$ cat src/rtl/inc_share_arbiter.sv
// Round-robin arbiter time-sharing one 4-bit half-adder-chain incrementer among four counters.
// One clock from req to ack + updated count; no queueing, so a requester holds req level until it sees ack.
module inc_share_arbiter #(
  parameter int NREQ  = 4,
  parameter int WIDTH = 4
) (
  input  logic                    clk,
  input  logic                    rst_n,
  input  logic [NREQ-1:0]         req,
  input  logic [NREQ-1:0]         clr,
  output logic [NREQ-1:0]         ack,
  output logic [NREQ*WIDTH-1:0]   count,
  output logic [NREQ-1:0]         ovf,
  output logic                    busy
);

  localparam int PTRW = $clog2(NREQ);

  typedef enum logic {IDLE, GRANT} state_t;

  state_t               state;
  logic [PTRW-1:0]      ptr;
  logic [NREQ-1:0]      elig;
  logic                 gnt_vld;
  logic [PTRW-1:0]      gnt_idx;
  logic [PTRW-1:0]      probe;
  logic [NREQ-1:0]      gnt_oh;
  logic [WIDTH-1:0]     inc_a;
  logic [WIDTH-1:0]     inc_sum;
  logic                 inc_cout;
  logic [NREQ*WIDTH-1:0] count_nxt;
  logic [NREQ-1:0]      ovf_nxt;

  // A clear always wins over an increment for the same requester.
  assign elig = req & ~clr;

  always_comb begin
    gnt_vld = 1'b0;
    gnt_idx = '0;
    probe   = '0;
    for (int k = 0; k < NREQ; k++) begin
      probe = ptr + PTRW'(k);
      if (!gnt_vld && elig[probe]) begin
        gnt_vld = 1'b1;
        gnt_idx = probe;
      end
    end
  end

  always_comb begin
    gnt_oh = '0;
    for (int i = 0; i < NREQ; i++) begin
      gnt_oh[i] = gnt_vld && (gnt_idx == PTRW'(i));
    end
  end

  always_comb begin
    inc_a = '0;
    for (int i = 0; i < NREQ; i++) begin
      if (gnt_oh[i]) inc_a = count[i*WIDTH +: WIDTH];
    end
  end

  inc_ha_chain #(.WIDTH(WIDTH)) u_inc (
    .a    (inc_a),
    .sum  (inc_sum),
    .cout (inc_cout)
  );

  // Granted lanes take the incrementer result; cleared lanes zero; the rest hold.
  always_comb begin
    count_nxt = count;
    ovf_nxt   = ovf;
    for (int i = 0; i < NREQ; i++) begin
      if (clr[i]) begin
        count_nxt[i*WIDTH +: WIDTH] = '0;
        ovf_nxt[i]                  = 1'b0;
      end else if (gnt_oh[i]) begin
        count_nxt[i*WIDTH +: WIDTH] = inc_sum;
        ovf_nxt[i]                  = ovf[i] | inc_cout;
      end
    end
  end

  always_ff @(posedge clk or negedge rst_n) begin
    if (!rst_n) begin
      state <= IDLE;
      ptr   <= '0;
      ack   <= '0;
      count <= '0;
      ovf   <= '0;
    end else begin
      count <= count_nxt;
      ovf   <= ovf_nxt;
      ack   <= gnt_oh;
      if (gnt_vld) begin
        state <= GRANT;
        ptr   <= gnt_idx + PTRW'(1);
      end else begin
        state <= IDLE;
      end
    end
  end

  assign busy = (state == GRANT);

endmodule

// Ripple chain of half adders computing a + 1 with carry-out.
module inc_ha_chain #(
  parameter int WIDTH = 4
) (
  input  logic [WIDTH-1:0] a,
  output logic [WIDTH-1:0] sum,
  output logic             cout
);

  logic [WIDTH:0] c;

  assign c[0] = 1'b1;

  for (genvar i = 0; i < WIDTH; i++) begin : g_ha
    assign sum[i] = a[i] ^ c[i];
    assign c[i+1] = a[i] & c[i];
  end

  assign cout = c[WIDTH];

endmodule

$ cat config.mk
export PLATFORM = sky130hd
export DESIGN_NAME = inc_share_arbiter
export DESIGN_NICKNAME = d
export VERILOG_FILES = /design/src/rtl/inc_share_arbiter.sv
export SDC_FILE = /design/constraint.sdc
export NUM_CORES = 1
export LEC_CHECK = 0
export ABC_AREA = 1
export BUFFER_PORTS_ARGS = -buffer_cell sky130_fd_sc_hd__buf_2
export CELL_PAD_IN_SITES_DETAIL_PLACEMENT = 0
export CELL_PAD_IN_SITES_GLOBAL_PLACEMENT = 1
export CORE_MARGIN = 10
export CORE_UTILIZATION = 35
export DETAILED_ROUTE_END_ITERATION = 12
export PLACE_DENSITY = 0.77
export REMOVE_ABC_BUFFERS = 1
export SYNTH_ARGS = -nofsm -noshare
export SYNTH_HDL_FRONTEND = slang
export SYNTH_SLANG_ARGS = --single-unit
export TNS_END_PERCENT = 20
$ cat constraint.sdc
create_clock -name clk -period 3.2 [get_ports clk]
set_input_delay 0.64 -clock clk [delete_from_list [all_inputs] [get_ports clk]]
set_output_delay 0.64 -clock clk [all_outputs]
set_load 0.02 [all_outputs]
==> results.sh, run 1 <==
export IMPL_startpoint="clr[2]"
export IMPL_max_stage_delay_ns=0.25
export IMPL_vias=1518
export IMPL_dieArea_mm2=0.00750
export IMPL_netlist_top_cells_count="nand2_1, nand3_1, dfrtp_1"
export IMPL_rsz0062_at_grt="no"
export IMPL_yosysMostFrequentCell="nand2_1"
export IMPL_numClockSinks=27
export IMPL_cp_cell_sequence="buf_2 > inv_1 > nand3_1 > nand3_1 > nand2_1 > buf_4 > buf_4 > nand4_4 > inv_2 > o21ai_4 > inv_2 > ha_2 > nand3_2 > nand3_2 > nand2_2 > nand2_1 > ha_2 > ha_4 > ha_4 > a22o_1"
export IMPL_status="completed"
export IMPL_postCtsHoldBufs=0
export IMPL_synth_cell_types=19
export IMPL_worst_pin_slew_ns=0.622
export IMPL_path_max_fanout=4
export IMPL_wire_per_inst_um=14.0
export IMPL_crit_family="adder cells"
export IMPL_skew_ns=0.00673
export IMPL_seq_area_frac_synth_pct=43.5
export IMPL_syn_area_mm2=0.00155
export IMPL_synth_top_cell_area_share_pct=43.5
export IMPL_fmax_mhz=329
export IMPL_core_area_mm2=0.00432
export IMPL_hpwlAfterDp_um=3400
export IMPL_drc=0
export IMPL_boundaryPins=35
export IMPL_hold_viol=0
export IMPL_timing_slew_headroom_pct=58.5
export IMPL_cts_root_buf="clkbuf_8"
export IMPL_grtUsageTotal_pct=11.2
export IMPL_port_buffers=34
export IMPL_final_max_slew_viol_count=0
export IMPL_whs_ns=0.364
export IMPL_numCtsBuffers=3
export IMPL_area_growth_pct=38.6
export IMPL_synthCells=193
export IMPL_grt_ovfl_total=0
export IMPL_wl_um=4310
export IMPL_routabilityCongestion=0.837
export IMPL_crit_slowest_cell="o21ai_4"
export IMPL_viasPerCell=4.94
export IMPL_yosys_area_top_type="dfrtp_1"
export IMPL_clockBufferDepth=2
export IMPL_fin_nets=273
export IMPL_r2r_start="ptr[0]"
export IMPL_die_height_um=86.6
export IMPL_cts_tree="yes"
export IMPL_yosys_register_bits=27
export IMPL_startpoint_type="primary input"
export IMPL_drive_above_1_share_pct=43.1
export IMPL_insertion_delay_ns=0.28
export IMPL_antenna_found_initial=0
export IMPL_synthArstFlopShare_pct=100
export IMPL_clk_pin_slew_worst_paths_ns=0.10
export IMPL_crit_type="primary input to register"
export IMPL_fin_crit_sh_pct=94.9
export IMPL_cp_end_kind="register"
export IMPL_h_tree_depth=1
export IMPL_cp_arrival_ns=3.21
export IMPL_drt_iter0_markers=74
export IMPL_hp_class="primary input to asynchronous set/reset pin"
export IMPL_grt_max_degree=28
export IMPL_avgSynthCellArea_um2=8.04
export IMPL_grt_pass1_wl_um=6880
export IMPL_drt_pass1_iter_count=6
export IMPL_drtAntennaViolNets=0
export IMPL_fp_row_count=24
export IMPL_synth_area_leaders="dfrtp_1, nand2_1, nand3_1"
export IMPL_synth_edf_count=0
export IMPL_n_antenna_cell=0
export IMPL_setup_viol_count_final=0
export IMPL_die_x_um=86.6
export IMPL_fin_util_pct=49.7
export IMPL_path_buf_inv=6
export IMPL_min_period_ns=3.04
export IMPL_first_global_vias=1441
export IMPL_synthFlopType="dfrtp_1"
export IMPL_cap_violations=0
export IMPL_required_ns=3.38
export IMPL_initial_utilization_pct=35.9
export IMPL_yosys_warnings=0
==> area by class of cell <==
class | instances | area [µm²]
clock inverters | 1 | 7.51
fillers | 453 | 2170
well taps | 52 | 65.1
multi-input cells | 130 | 851
clock buffers | 3 | 41.3
repair buffers | 62 | 384
flip-flops and latches | 27 | 677
inverters | 32 | 125
==> worst register-to-register path: stages (launching register included) <==
cell     delay [ns]
dfrtp_2        0.48
buf_4          0.16
nand3_1        0.10
nand3_1        0.08
nand2_1        0.08
buf_4          0.13
nand2_1        0.11
nand2_2        0.10
nand2_2        0.06
o21ai_4        0.23
inv_2          0.09
ha_2           0.22
nand3_2        0.08
nand3_2        0.06
nand2_2        0.06
nand2_1        0.07
ha_2           0.20
ha_4           0.16
ha_4           0.22
a22o_1         0.23
==> routing by layer <==
| metal | GRT usage (%) | wire length (µm) |
|---|---|---|
| met4 | 3.24 | 79 |
| met2 | 17.9 | 2070 |
| met1 | 14.2 | 1880 |
| met3 | 3.28 | 284 |
| met5 | 0 | 0 |
==> kinds of logic (layout without fill, tap and decap cells) <==
kind of cell | after synthesis | after routing | synth area share [%]
buffers and inverters | 36 | 98 | 11.0
AOI/OAI and AO/OA | 25 | 25 | 10.2
adders and majority gates | 7 | 7 | 5.64
DFF | 27 | 27 | 43.5
and+or+nand+nor | 98 | 98 | 29.6
==> through the flow <==
stage | setup slack, ns | instance area [µm²] | cells | TNS, ns
final | 0.162 | 2150 | 307 | 0
after floorplan | 0.0243 | 1510 | 189 | 0
after detailed placement | -0.196 | 1920 | 299 | -0.896
after CTS | 0.0487 | 1980 | 303 | 0
after global routing | 0.0119 | 2150 | 307 | 0
after global placement | -0.151 | 1920 | 299 | -0.566
==> timing repair <==
action	4_1_cts	5_1_grt
buffers inserted	0	4
setup endpoints to repair	2	15
pin swaps	1	10
gates resized for setup	2	36
hold endpoints to repair	0	0
==> flip-flops by register name, summed over array words and instances, names as in the netlist <==
name   flops
ack        4
busy       1
count     16
ovf        4
ptr        2
==> placed cells by master, fill, tap and decap left out, types with 7 or more instances in the layout <==
| cell | synthesis | routed |
|---|---|---|
| a22o_1 | 7 | 7 |
| buf_2 | 0 | 34 |
| buf_4 | 0 | 27 |
| dfrtp_1 | 27 | 26 |
| inv_1 | 25 | 21 |
| inv_2 | 6 | 10 |
| nand2_1 | 49 | 41 |
| nand2_2 | 4 | 10 |
| nand3_1 | 30 | 27 |
| nor2_1 | 8 | 7 |
==> path summary, 6_finish.rpt <==
kind / to / slack (ns) / depth (start not counted)
setup / recovery: count[7] / 0.16 / 20
hold / removal: count[15] / 0.36 / 1
setup reg to reg: count[7] / 0.18 / 19
hold reg to reg: count[12] / 0.49 / 1
max in group asynchronous: ptr[0] / 2.40 / 1
min in group clk: count[12] / 0.49 / 1
Power of run 1 is left out: the tool's default activity adds up to more than one toggle a clock period on the data nets, which glitch-free logic cannot reach.
==> run 2, diff against run 1 <==
- ABC_AREA: 1 -> default
- CORE_UTILIZATION: 35 -> 36
- PLACE_DENSITY: 0.77 -> 0.76
==> run 2 against run 1 <==
  * Cell count down 16%
  * Sequential share of layout area up 3.1 points
  * Via count down 12%
  * Non-clock buffer count down 1
  * Synthesized area down 4.5%
  * Sequential cell count unchanged
  * Global-route usage up 0.40 points
  * Final area down 9.0%
  * Setup slack worse by 0.038 ns
  * First-iteration DRC count down 39%
  * Largest cell class unchanged
==> results.sh, run 2 <==
export IMPL_status="completed"
export IMPL_die_x_um=84.2
export IMPL_fin_nets=225
export IMPL_final_max_slew_viol_count=0
export IMPL_clk_pin_slew_worst_paths_ns=0.10
export IMPL_top_register="count"
export IMPL_startpoint_type="primary input"
export IMPL_required_ns=3.40
export IMPL_avgSynthCellArea_um2=9.88
export IMPL_p_leak_nw=0.975
export IMPL_cp_end_kind="register"
export IMPL_switchingPower_uw=311
export IMPL_drt_pass1_iter_count=4
export IMPL_insertion_delay_ns=0.28
export IMPL_postCtsHoldBufs=0
export IMPL_grt_pass1_wl_um=6840
export IMPL_dieArea_mm2=0.00708
export IMPL_synthArstFlopShare_pct=100
export IMPL_fin_crit_sh_pct=96.1
export IMPL_grt_max_degree=28
export IMPL_min_period_ns=3.08
export IMPL_place_area_mm2=0.00185
export IMPL_viasPerCell=5.18
export IMPL_first_global_vias=1362
export IMPL_nFillCells=373
export IMPL_initial_utilization_pct=37.0
export IMPL_grtUsageTotal_pct=11.6
export IMPL_boundaryPins=35
export IMPL_p_comb_share_pct=35.4
export IMPL_cp_arrival_ns=3.28
export IMPL_clockBufferDepth=2
export IMPL_largest_register_ffs=16
export IMPL_skew_ns=0.00908
export IMPL_synthCells=150
export IMPL_path_max_fanout=6
export IMPL_top_layer="met4"
export IMPL_wire_per_inst_um=16.2
export IMPL_synth_top_cell_area_share_pct=45.6
export IMPL_seq_area_frac_synth_pct=45.6
export IMPL_port_buffers=34
export IMPL_netlist_top_cells_count="dfrtp_1, a21oi_1, nand2_1"
export IMPL_routabilityCongestion=0.889
export IMPL_fp_row_count=23
export IMPL_fmax_mhz=325
export IMPL_setup_viol_count_final=0
export IMPL_reg_top3="count: 16 flops, ack: 4 flops, ovf: 4 flops"
export IMPL_antenna_found_initial=0
export IMPL_rsz0062_at_grt="no"
export IMPL_worst_pin_slew_ns=0.602
export IMPL_yosys_register_bits=27
export IMPL_grt_ovfl_total=0
export IMPL_ir_worst_vdd_mv=0.246
export IMPL_drc=0
export IMPL_drt_iter0_markers=45
export IMPL_core_area_mm2=0.00400
export IMPL_drtAntennaViolNets=0
export IMPL_p_seq_share_pct=43.1
export IMPL_hpwlAfterDp_um=3220
export IMPL_wl_um=4180
export IMPL_final_cell_area_mm2=0.00196
export IMPL_cts_tree="yes"
export IMPL_dr_wl_met3_um=314
export IMPL_synth_area_leaders="dfrtp_1, a21oi_1, ha_1"
export IMPL_cts_root_buf="clkbuf_8"
export IMPL_n_antenna_cell=0
export IMPL_synth_edf_count=0
export IMPL_yosysMostFrequentCell="dfrtp_1"
export IMPL_drive_above_1_share_pct=40.6
export IMPL_place_inst=252
export IMPL_h_tree_depth=1
export IMPL_cap_violations=0
export IMPL_crit_type="primary input to register"
export IMPL_reg2reg_slack_ns=0.19
export IMPL_power_density_mw_per_mm2=462
export IMPL_yosys_warnings=0
export IMPL_area_growth_pct=32.1
export IMPL_final_cell_mix="buf_2, dfrtp_1, buf_4, a21oi_1, nand2_1"
export IMPL_numCtsBuffers=3
export IMPL_yosys_area_top_type="dfrtp_1"
export IMPL_synthFlopType="dfrtp_1"
export IMPL_stdcell_count=257
export IMPL_numClockSinks=27
export IMPL_hold_viol=0
export IMPL_syn_area_mm2=0.00148
export IMPL_swShare_pct=34.4
export IMPL_hp_class="primary input to asynchronous set/reset pin"
export IMPL_intPower_uw=593
export IMPL_timing_slew_headroom_pct=59.9
export IMPL_wl_met1_um=1880
export IMPL_wl_met2_um=1940
export IMPL_die_height_um=84.2
export IMPL_pwr_share_clk_pct=21.5
export IMPL_vias=1330
export IMPL_final_common_cell="buf_2"
export IMPL_synth_cell_types=35
==> run 2: cell count changes in the layout (fill, tap and decap cells not counted), moves of 6 or more <==
cell | before | now
nand3_1 | 27 | 12
a22o_1 | 7 | 0
nand3_2 | 6 | 0
inv_2 | 10 | 2
inv_1 | 21 | 9
a21oi_1 | 6 | 21
nand2_2 | 10 | 0
nand2_1 | 41 | 19
==> run 2: metal layers <==
metal,vias up,global-route usage (%)
met5,-,0
met4,0,3.35
met3,5,3.48
met2,46,18.9
met1,638,14.3
li1,641,-
==> run 2: power by group through the flow <==
stage	clock, mW	sequential, mW	combinational (mW)
global placement	0	0.394	0.296
detailed placement	0	0.394	0.300
global route	0.220	0.393	0.351
CTS	0.203	0.388	0.304
finish	0.195	0.390	0.320
floorplan	0	0.418	0.141
==> run 2: worst paths after layout <==
| check | startpoint | endpoint | cells after the start |
|---|---|---|---|
| worst max-delay path | clr[1] | count[15] | 16 |
| worst min-delay path | rst_n | count[6] | 1 |
| worst max register to register | ptr[1] | count[15] | 14 |
| worst min register to register | ovf[3] | ovf[3] | 2 |
| max in group asynchronous | rst_n | ack[2] | 1 |
| min in group clk | ovf[3] | ovf[3] | 2 |
==> run 2: kinds of logic (layout without fill, tap and decap cells) <==
| family | after synthesis | count (layout) | share of synthesized area, % |
|---|---|---|---|
| simple gates | 51 | 51 | 17.5 |
| compound gates | 44 | 44 | 23.2 |
| flops | 27 | 27 | 45.6 |
| buf+inv | 19 | 76 | 6.50 |
| fa+ha+maj | 7 | 7 | 5.91 |
| xor+xnor | 1 | 1 | 0.591 |
| mux | 1 | 1 | 0.676 |
==> run 2: per-stage QoR <==
step	TNS, ns	hold slack (ns)	util (%)	worst slack [ns]	power [mW]
CTS	0	0.383	47.7	0.00490	0.896
detailed placement	-2.63	0.500	46.4	-0.302	0.693
global route	0	0.401	48.9	0.00616	0.964
global placement	-1.80	0.480	46.4	-0.224	0.689
floorplan	-8.95	0.344	-	-0.684	0.559
finish	0	0.354	48.9	0.124	0.904
==> run 2: final cells by class <==
type                            count  area [µm²]  area share (%)
Inverter                           11        41.3            2.11
Tap cell                           50        62.6            3.20
Multi-Input combinational cell    104         758            38.7
Timing Repair Buffer               61         373            19.1
Clock inverter                      1        5.00           0.256
Clock buffer                        3        41.3            2.11
Sequential cell                    27         676            34.5
==> run 2: critical path: stages <==
cell	delay [ns]
buf_2	0.10
buf_4	0.15
nand2b_1	0.16
o21bai_1	0.16
o221ai_2	0.12
buf_4	0.16
ha_1	0.20
nor2b_2	0.18
a221oi_2	0.27
a211o_1	0.13
a21oi_1	0.06
ha_1	0.22
ha_1	0.21
ha_4	0.29
nand3_1	0.07
a21oi_1	0.15
==> run 2: repair_timing <==
action                                  4_1_cts  5_1_grt
pin swaps                                     0        3
endpoints found under the setup margin        6       12
gates resized for setup                       2       10
buffers inserted                              0        1
No activity file was read; power rests on OpenSTA's default activity.
